`src/rtl/hazard_pkg.sv`:
```
// Shared constants for the pipeline hazard controller: forwarding selects,
// memory-wait FSM state encoding and the hard-wired zero register index.
package hazard_pkg;

  localparam logic [1:0] FWD_RF  = 2'b00;
  localparam logic [1:0] FWD_WB  = 2'b01;
  localparam logic [1:0] FWD_MEM = 2'b10;

  localparam logic [1:0] ST_IDLE = 2'd0;
  localparam logic [1:0] ST_WAIT = 2'd1;
  localparam logic [1:0] ST_ERR  = 2'd2;

  localparam logic [4:0] REG_X0 = 5'd0;

endpackage

```
`src/rtl/hazard_unit_forward.sv`:
```
// Forwarding compare for one E-stage source operand; the M-stage ALU result
// is younger than the W result, so it wins when both match.
module forward_unit
  import hazard_pkg::*;
(
  input  logic [4:0] rs_e,
  input  logic [4:0] rd_m,
  input  logic [4:0] rd_w,
  input  logic       reg_write_m,
  input  logic       reg_write_w,
  output logic [1:0] fwd_sel
);

  always_comb begin
    fwd_sel = FWD_RF;
    if (reg_write_m && (rd_m != REG_X0) && (rd_m == rs_e)) begin
      fwd_sel = FWD_MEM;
    end else if (reg_write_w && (rd_w != REG_X0) && (rd_w == rs_e)) begin
      fwd_sel = FWD_WB;
    end
  end

endmodule

```
`src/rtl/hazard_unit.sv`:
```
// Stall/flush/forward control for the 5-stage RV32 pipeline, with a
// data-memory wait tracker that latches a sticky timeout error.
module hazard_unit
  import hazard_pkg::*;
#(
  parameter int MEM_TIMEOUT = 255,
  parameter int TO_W        = 8,
  parameter int CNT_W       = 32
) (
  input  logic             clock,
  input  logic             reset,
  input  logic [4:0]       Rs1D,
  input  logic [4:0]       Rs2D,
  input  logic [4:0]       Rs1E,
  input  logic [4:0]       Rs2E,
  input  logic [4:0]       RdE,
  input  logic [4:0]       RdM,
  input  logic [4:0]       RdW,
  input  logic             ResultSrcE0,
  input  logic             PCSrcE,
  input  logic             RegWriteM,
  input  logic             RegWriteW,
  input  logic             MemAccessM,
  input  logic             MemReadyM,
  output logic [1:0]       ForwardAE,
  output logic [1:0]       ForwardBE,
  output logic             StallF,
  output logic             StallD,
  output logic             StallE,
  output logic             StallM,
  output logic             FlushD,
  output logic             FlushE,
  output logic             FlushW,
  output logic             MemErr,
  output logic [CNT_W-1:0] StallCount,
  output logic [CNT_W-1:0] FlushCount
);

  logic [1:0]       state_q, state_d;
  logic [TO_W-1:0]  wait_cnt_q, wait_cnt_d;
  logic             mem_err_q, mem_err_d;
  logic [CNT_W-1:0] stall_cnt_q, stall_cnt_d;
  logic [CNT_W-1:0] flush_cnt_q, flush_cnt_d;
  logic             lw_stall;
  logic             mem_stall;
  logic             mem_pending;

  forward_unit u_fwd_a (
    .rs_e        (Rs1E),
    .rd_m        (RdM),
    .rd_w        (RdW),
    .reg_write_m (RegWriteM),
    .reg_write_w (RegWriteW),
    .fwd_sel     (ForwardAE)
  );

  forward_unit u_fwd_b (
    .rs_e        (Rs2E),
    .rd_m        (RdM),
    .rd_w        (RdW),
    .reg_write_m (RegWriteM),
    .reg_write_w (RegWriteW),
    .fwd_sel     (ForwardBE)
  );

  assign mem_pending = MemAccessM & ~MemReadyM;

  // E is frozen while memory stalls, so flushes are deferred until release.
  always_comb begin
    lw_stall  = ResultSrcE0 && (RdE != REG_X0) && ((RdE == Rs1D) || (RdE == Rs2D));
    mem_stall = mem_pending || (state_q == ST_ERR);
    StallF    = 1'b0;
    StallD    = 1'b0;
    StallE    = 1'b0;
    StallM    = 1'b0;
    FlushD    = 1'b1;
    FlushE    = 1'b1;
    FlushW    = 1'b1;
    if (!reset) begin
      StallF = lw_stall | mem_stall;
      StallD = lw_stall | mem_stall;
      StallE = mem_stall;
      StallM = mem_stall;
      FlushW = mem_stall;
      FlushD = PCSrcE & ~mem_stall;
      FlushE = (lw_stall | PCSrcE) & ~mem_stall;
    end
  end

  always_comb begin
    state_d    = state_q;
    wait_cnt_d = wait_cnt_q;
    case (state_q)
      ST_IDLE: begin
        wait_cnt_d = '0;
        if (mem_pending) begin
          state_d    = ST_WAIT;
          wait_cnt_d = TO_W'(1);
        end
      end
      ST_WAIT: begin
        // A dropped access is treated as completed, same as a ready.
        if (MemReadyM || !MemAccessM) begin
          state_d    = ST_IDLE;
          wait_cnt_d = '0;
        end else if (wait_cnt_q == TO_W'(MEM_TIMEOUT)) begin
          state_d = ST_ERR;
        end else begin
          wait_cnt_d = wait_cnt_q + TO_W'(1);
        end
      end
      ST_ERR:  state_d = ST_ERR;
      default: begin
        state_d    = ST_IDLE;
        wait_cnt_d = '0;
      end
    endcase
  end

  always_comb begin
    mem_err_d   = mem_err_q | (state_q == ST_ERR);
    stall_cnt_d = stall_cnt_q;
    flush_cnt_d = flush_cnt_q;
    if (StallF && (stall_cnt_q != '1)) stall_cnt_d = stall_cnt_q + CNT_W'(1);
    if (FlushD && (flush_cnt_q != '1)) flush_cnt_d = flush_cnt_q + CNT_W'(1);
  end

  always_ff @(posedge clock) begin
    if (reset) begin
      state_q     <= ST_IDLE;
      wait_cnt_q  <= '0;
      mem_err_q   <= 1'b0;
      stall_cnt_q <= '0;
      flush_cnt_q <= '0;
    end else begin
      state_q     <= state_d;
      wait_cnt_q  <= wait_cnt_d;
      mem_err_q   <= mem_err_d;
      stall_cnt_q <= stall_cnt_d;
      flush_cnt_q <= flush_cnt_d;
    end
  end

  assign MemErr     = mem_err_q;
  assign StallCount = stall_cnt_q;
  assign FlushCount = flush_cnt_q;

endmodule

```
`config.mk`:
```
export PLATFORM = sky130hd
export DESIGN_NAME = hazard_unit
export DESIGN_NICKNAME = d
export VERILOG_FILES = /design/src/rtl/hazard_pkg.sv /design/src/rtl/hazard_unit_forward.sv /design/src/rtl/hazard_unit.sv
export SDC_FILE = /design/constraint.sdc
export NUM_CORES = 1
export LEC_CHECK = 0
export ABC_CLOCK_PERIOD_IN_PS = 3500
export BUFFER_PORTS_ARGS = -buffer_cell sky130_fd_sc_hd__buf_2
export CORE_MARGIN = 2
export CORE_UTILIZATION = 50
export DETAILED_ROUTE_END_ITERATION = 10
export GPL_ROUTABILITY_DRIVEN = 0
export HOLD_SLACK_MARGIN = 0.1
export PLACE_DENSITY_LB_ADDON = 0.2
export SYNTH_ARGS = -nofsm -noshare
export SYNTH_HDL_FRONTEND = slang
export SYNTH_SLANG_ARGS = --single-unit
export TNS_END_PERCENT = 30
```
`constraint.sdc`:
```
create_clock -name clock -period 3.5 [get_ports clock]
set_input_delay 0.7 -clock clock [delete_from_list [all_inputs] [get_ports clock]]
set_output_delay 0.7 -clock clock [all_outputs]
set_load 0.01 [all_outputs]
```
-- Word level (Yosys, flattened, before mapping)
Index checks and enable logic that the tools add are counted.
- flip-flop bits (word level): 75
- input bits: 43
- word-level logic and storage cells: 68
- add/sub/neg operators: 3
- equal/unequal tests: 14
- muxes and demuxes: 17
- bitwise operators: 9
- reduce and logical (&&, ||, !) cells: 20
- operators by type and width (cell ; count):
    $add A32 B1 Y32 const B ; 2
    $ne A32 B32 Y1 const B ; 2
    $eq A5 B5 Y1 ; 6
    $pmux W8 S3 ; 1
    $mux W8 ; 2
    $reduce_bool A5 Y1 ; 3
    $logic_and A1 B1 Y1 ; 10
    $mux W2 ; 5
    $add A8 B1 Y8 const B ; 1
    $eq A8 B8 Y1 const B ; 1
    $mux W1 ; 8
    $ne A3 B3 Y1 const B ; 2
    $pmux W2 S3 ; 1
    $reduce_and A2 Y1 ; 2
    $and A1 B1 Y1 ; 3
    $logic_or A1 B1 Y1 ; 3
    $not A1 Y1 ; 3
    $or A1 B1 Y1 ; 3
    $eq A2 B1 Y1 const B ; 1
    $eq A2 B2 Y1 const B ; 1
    $logic_not A2 Y1 ; 1
    $ne A2 B2 Y1 const B ; 1
    $logic_not A1 Y1 ; 1

-- Logic depth before layout (Yosys ltp)
- depth in word-level cells: 7
- mapped depth: 10
- mapped depth without buffers: 7

-- By module
From an unflattened synthesis, not the netlist that was laid out.
- cell total of the unflattened synthesis: 488
- area, all modules: 4097.7 um^2
- by module, submodules not included (module ; instances ; cells each ; area each (um^2) ; seq. area each (um^2)):
    hazard_unit ; 1 ; 448 ; 3794.9 ; 1501.4
    forward_unit ; 2 ; 20 ; 151.4 ; 0.0

-- Worst setup path before layout
No wires, ideal clock.
- path type: input -> output
- start: in RdE[1]
- end: out StallF
- arrival: 2298 ps
- required time: 2800 ps
- slack: 502 ps
- cell stages on the path: 7
- path buffers: 3
- cells stage by stage: or4_1 > o21a_1 > a21oi_1 > buf_2 > buf_2 > nor2_1 > buf_4
- cells in the longest elaborated chain, start to end: 5
- RTL lines (what ; RTL line ; RTL):
    start, declared ; hazard_unit.sv:16 ; input logic [4:0] RdE,
    $eq A5 B5 Y1 / $reduce_bool A5 Y1 (equally long branches) ; hazard_unit.sv:70 ; lw_stall = ResultSrcE0 && (RdE != REG_X0) && ((RdE == Rs1D) || (RdE == Rs2D));
    $logic_or A1 B1 Y1 / $logic_and A1 B1 Y1 (equally long branches) ; hazard_unit.sv:70 ;
    $logic_and A1 B1 Y1 * ; hazard_unit.sv:70 ;
    $or A1 B1 Y1 * ; n/a ;
    $mux W1 * ; n/a ;
    end, declared ; hazard_unit.sv:27 ; output logic StallF,
Every way passes the cells marked *; elsewhere a longest branch is shown, timed or not.

-- Final worst setup path
- start: in RdM[0]
- end: out ForwardBE[0]
- cells in the longest elaborated chain, start to end: 4
- RTL lines (what ; RTL line ; RTL):
    start, declared ; hazard_unit.sv:17 ; input logic [4:0] RdM,
    $reduce_bool A5 Y1 ; hazard_unit_forward.sv:16 ; if (reg_write_m && (rd_m != REG_X0) && (rd_m == rs_e)) begin
    $logic_and A1 B1 Y1 ; hazard_unit_forward.sv:16 ;
    $logic_and A1 B1 Y1 * ; hazard_unit_forward.sv:16 ;
    $mux W2 * ; hazard_unit_forward.sv:16 ;
    end, declared ; hazard_unit.sv:26 ; output logic [1:0] ForwardBE,
Marked as above.

==> impl.org <==
** Floorplanning
- Measured along the x axis, the die boundary spans 95.0 microns.
- Measured along the y axis, the die boundary spans 95.0 microns.
- Initial standard-cell utilization of the core :: 50.9%
- The die covers 9020 sq um.
- Number of placement rows :: 33
- The total area inside the core boundary comes to 8130 sq um.
- Ports :: 119

** Status
- The flow ran to the end, and the final reports show no timing, DRC or antenna violations.

** Clock tree
- The H-tree was split into 3 levels.
- After clock tree synthesis, the clock-pin slew on the worst setup and hold paths is 80 ps.
- The number of clock buffers added by TritonCTS is 9.
- Total number of clock tree sinks :: 75
- The tree is rooted in a clkbuf_8.
- TritonCTS built the clock tree.
- Post-CTS repair changed the size of 0 cells.
- Later-pin clock latency in the skew report :: 340 ps
- Count of hold buffers inserted by post-cts repair :: 0
- Number of setup buffers added after CTS :: 0
- Number of buffers on the longest clock path :: 2

** Drt
- First-iteration detailed-routing DRC count :: 191
- After detailed routing, the average wire length per cell comes to 14.6 microns.
- Count of unresolved DRC violations after routing :: 0
- The first detailed-routing pass took 5 iterations.
- The detail route stage leaves a number of antenna-violating nets equal to 0.
- Final wirelength :: 10.5 mm
- The final route contains 4,141 vias.
- Via density per instance :: 5.74

** Global routing
- Number of antenna violations at the first check in global routing :: 0
- Maximum number of pins on one net before global-route repair :: 64
- The total overflow left after global routing is 0.
- Via count of the first global-routing pass :: 3,727
- The first global-routing pass estimated 17.1 mm of wire.
- Global routing used 23.6% of the available tracks.

** Synthesis
- Post-synthesis instance total :: 499
- Averaged over all synthesized cells, the footprint is 8.29 sq um.
- Number of synthesized register bits :: 75
- List of most frequent post-synthesis cells :: dfxtp_1, nor2_1, xor2_1
- dfxtp_1 is the most common cell in the netlist.
- For this run, the leading register cell type out of synthesis is dfxtp_1.
- Yosys attributes the largest share of cell area to dfxtp_1, xor2_1, nor2_1, nand3_1, xnor2_1.
- During synthesis, Yosys emitted a total of 0 warnings.
- Sequential elements use 36.3% of the synthesized area.
- In the synthesized netlist the async set-or-reset flop fraction comes to 0%.
- Summing every instance area after synthesis gives 4140 sq um.
- The synthesized netlist contains 44 unique library cells.
- EDFF count, synth :: 0
- Fraction of synthesized cell area taken by the top area cell type :: 36.3%
- Syn Nets :: 545
- Library cell occupying the most area in the post-synthesis netlist :: dfxtp_1

** Critical path
- Slowest cell on the critical path :: or4_1
- In this run the worst path has a maximum fanout of 3.
- Type of the worst setup path :: in -> out
- Crit path launch type :: input pin
- For the worst setup path, the data required time is 2800 ps.
- Type of element capturing the critical path :: output port
- For the worst setup path, the data arrival time is 2300 ps.
- On the worst path, the slowest cell contributes a delay of 550 ps.
- Count of buffer and inverter cells on the critical path :: 2
- The cell family contributing the most delay on the critical path is simple AND/OR/NAND/NOR gates.
- Chain of cells forming the critical path :: buf_2 > or4_1 > o21ai_0 > nor4_1 > nor4_1 > buf_2

** Layout
- The net count of the finished layout is 659.
- Proportion of layout cells with a drive suffix above 1 :: 26.3%
- The multi-input combinational cells in the finished layout cover a total of 2510 sq um.
- The layout has 733 filler cells.
- Layout overhead on the synthesized area :: 21.6%
- Summing all non-filler instances in the final layout gives an area of 5030 sq um.
- Sequential cell area :: 1500 sq um
- Final core utilization :: 61.9%
- The number of antenna diodes in the final layout is 0.
- After the flow finishes, the layout carries non-filler instances totaling 722.

** Pwr
- Leakage power :: 2.08 nW
- For this design the ratio of total power to cell area is 347 nW/um^2.
- Max rail drop VDD :: 0.238 mV

** Hold path
- The min-delay analysis places its worst path in the category reg -> reg.

** STA
- Max Slew Vio Count :: 0
- Once routing completed, OpenROAD measured the worst setup slack at 498 ps.
- Final critical-path share of the clock period :: 85.8%
- At the pin with the least slew margin, the transition time is 803 ps.
- Setup repair after global routing left no endpoint under its margin.
- On the final layout, the worst clock skew is 13.2 ps.
- Tmin final :: 3000 ps
- Number of setup violations in the final report :: 0
- The count of endpoints failing hold in the final timing report came to 0.
- Normalized max-slew margin :: 46.2%
- Final setup TNS :: 0 ps
- Static timing analysis puts the maximum clock frequency at 333 MHz.

** Placed design
- The count of buffers added on input and output ports is 118.
- Counting tap cells, the placed design contains a total of 707 instances.
- DP Wirelength :: 7.59 mm
- Total cell area at the placement stage :: 4820 sq um
- Prior to clock tree synthesis, the placed netlist has a worst setup slack of 556 ps.

** Flow run
- Max Cap Viol :: 0
## metal layers
metal  global-route usage (%)  wire length [microns]  share of wire, %  vias up
li1                         -                      -                 -     2038
met1                     29.3                   4510                43     1974
met2                     40.8                   5290                50      121
met3                     6.78                    635               6.0        8
met4                     5.07                     92              0.87        0
met5                        0                      0                 0        -
## power by group
| group | switching (mW) | total [mW] | internal, mW |
|---|---|---|---|
| logic | 0.0842 | 0.146 | 0.0615 |
| registers | 0.00747 | 0.866 | 0.859 |
| clock network | 0.320 | 0.735 | 0.415 |
## cell families after synthesis
kind of cell,Yosys count,share of synthesized area [%]
flip-flops,75,36.3
buffers and inverters,30,3.21
adder cells (fa/ha/maj),3,0.908
AO/OA/AOI/OAI,69,10.1
multiplexers,14,3.75
XOR/XNOR,61,12.9
AND/OR/NAND/NOR,247,32.8
## metrics by stage
step           hold slack (ps)  total power, mW
6_report                   472             1.75
2_1_floorplan              455            0.970
5_1_grt                    512             1.81
3_3_place_gp               451             1.03
3_5_place_dp               457             1.03
4_1_cts                    479             1.77
## flip-flops by register name, summed over array words and instances (netlist names)
| signal | cells |
|---|---|
| FlushCount | 32 |
| StallCount | 32 |
| wait_cnt_q | 8 |
| state_q | 2 |
| MemErr | 1 |
## worst register-to-register path: cells and delay by family, from the launching register on
| family | cells | cell delay (ps) |
|---|---|---|
| multiplexers | 1 | 280 |
| AND/OR/NAND/NOR | 5 | 1420 |
| flip-flops | 1 | 430 |
| buffers and inverters | 1 | 300 |
## worst paths after layout
check | startpoint | cells after the start | end | slack [ps]
worst max-delay path | RdM[0] | 6 | ForwardBE[0] | 500
worst min-delay path | MemErr | 2 | MemErr | 470
worst max register to register | StallCount[19] | 7 | StallCount[21] | 980
worst min register to register | MemErr | 2 | MemErr | 470
## placed cells by master, fill, tap and decap left out, types with 2 or more instances in the layout
cell	synthesis	final
ha_1	3	3
nand2_1	28	28
xor2_1	40	40
or2_2	3	3
a211oi_1	5	5
or4_1	24	24
inv_1	7	7
and4_1	4	4
nor2b_1	13	13
nand2b_1	3	3
nor4_1	11	11
and2_1	5	5
mux2_2	12	12
or3_1	6	6
clkinv_2	0	2
nor2_1	60	60
a21oi_1	28	27
and3_1	13	13
buf_4	2	8
clkbuf_8	0	10
dfxtp_1	75	75
o21ai_0	9	9
nand3_1	38	38
xnor2_1	21	21
nor3_1	7	7
a31oi_1	5	5
nand4_1	22	22
buf_2	9	118
bufinv_16	0	2
mux2i_1	2	2
o31ai_1	18	18
## final cells by class
cell class / instances / area share (%)
repair buffers: 126 / 12.9
inverters: 7 / 0.522
well taps: 105 / 2.61
multi-input cells: 394 / 49.8
clock inverters: 5 / 1.54
flip-flops and latches: 75 / 29.8
clock buffers: 10 / 2.74
Power figures use the tool's default switching activity.
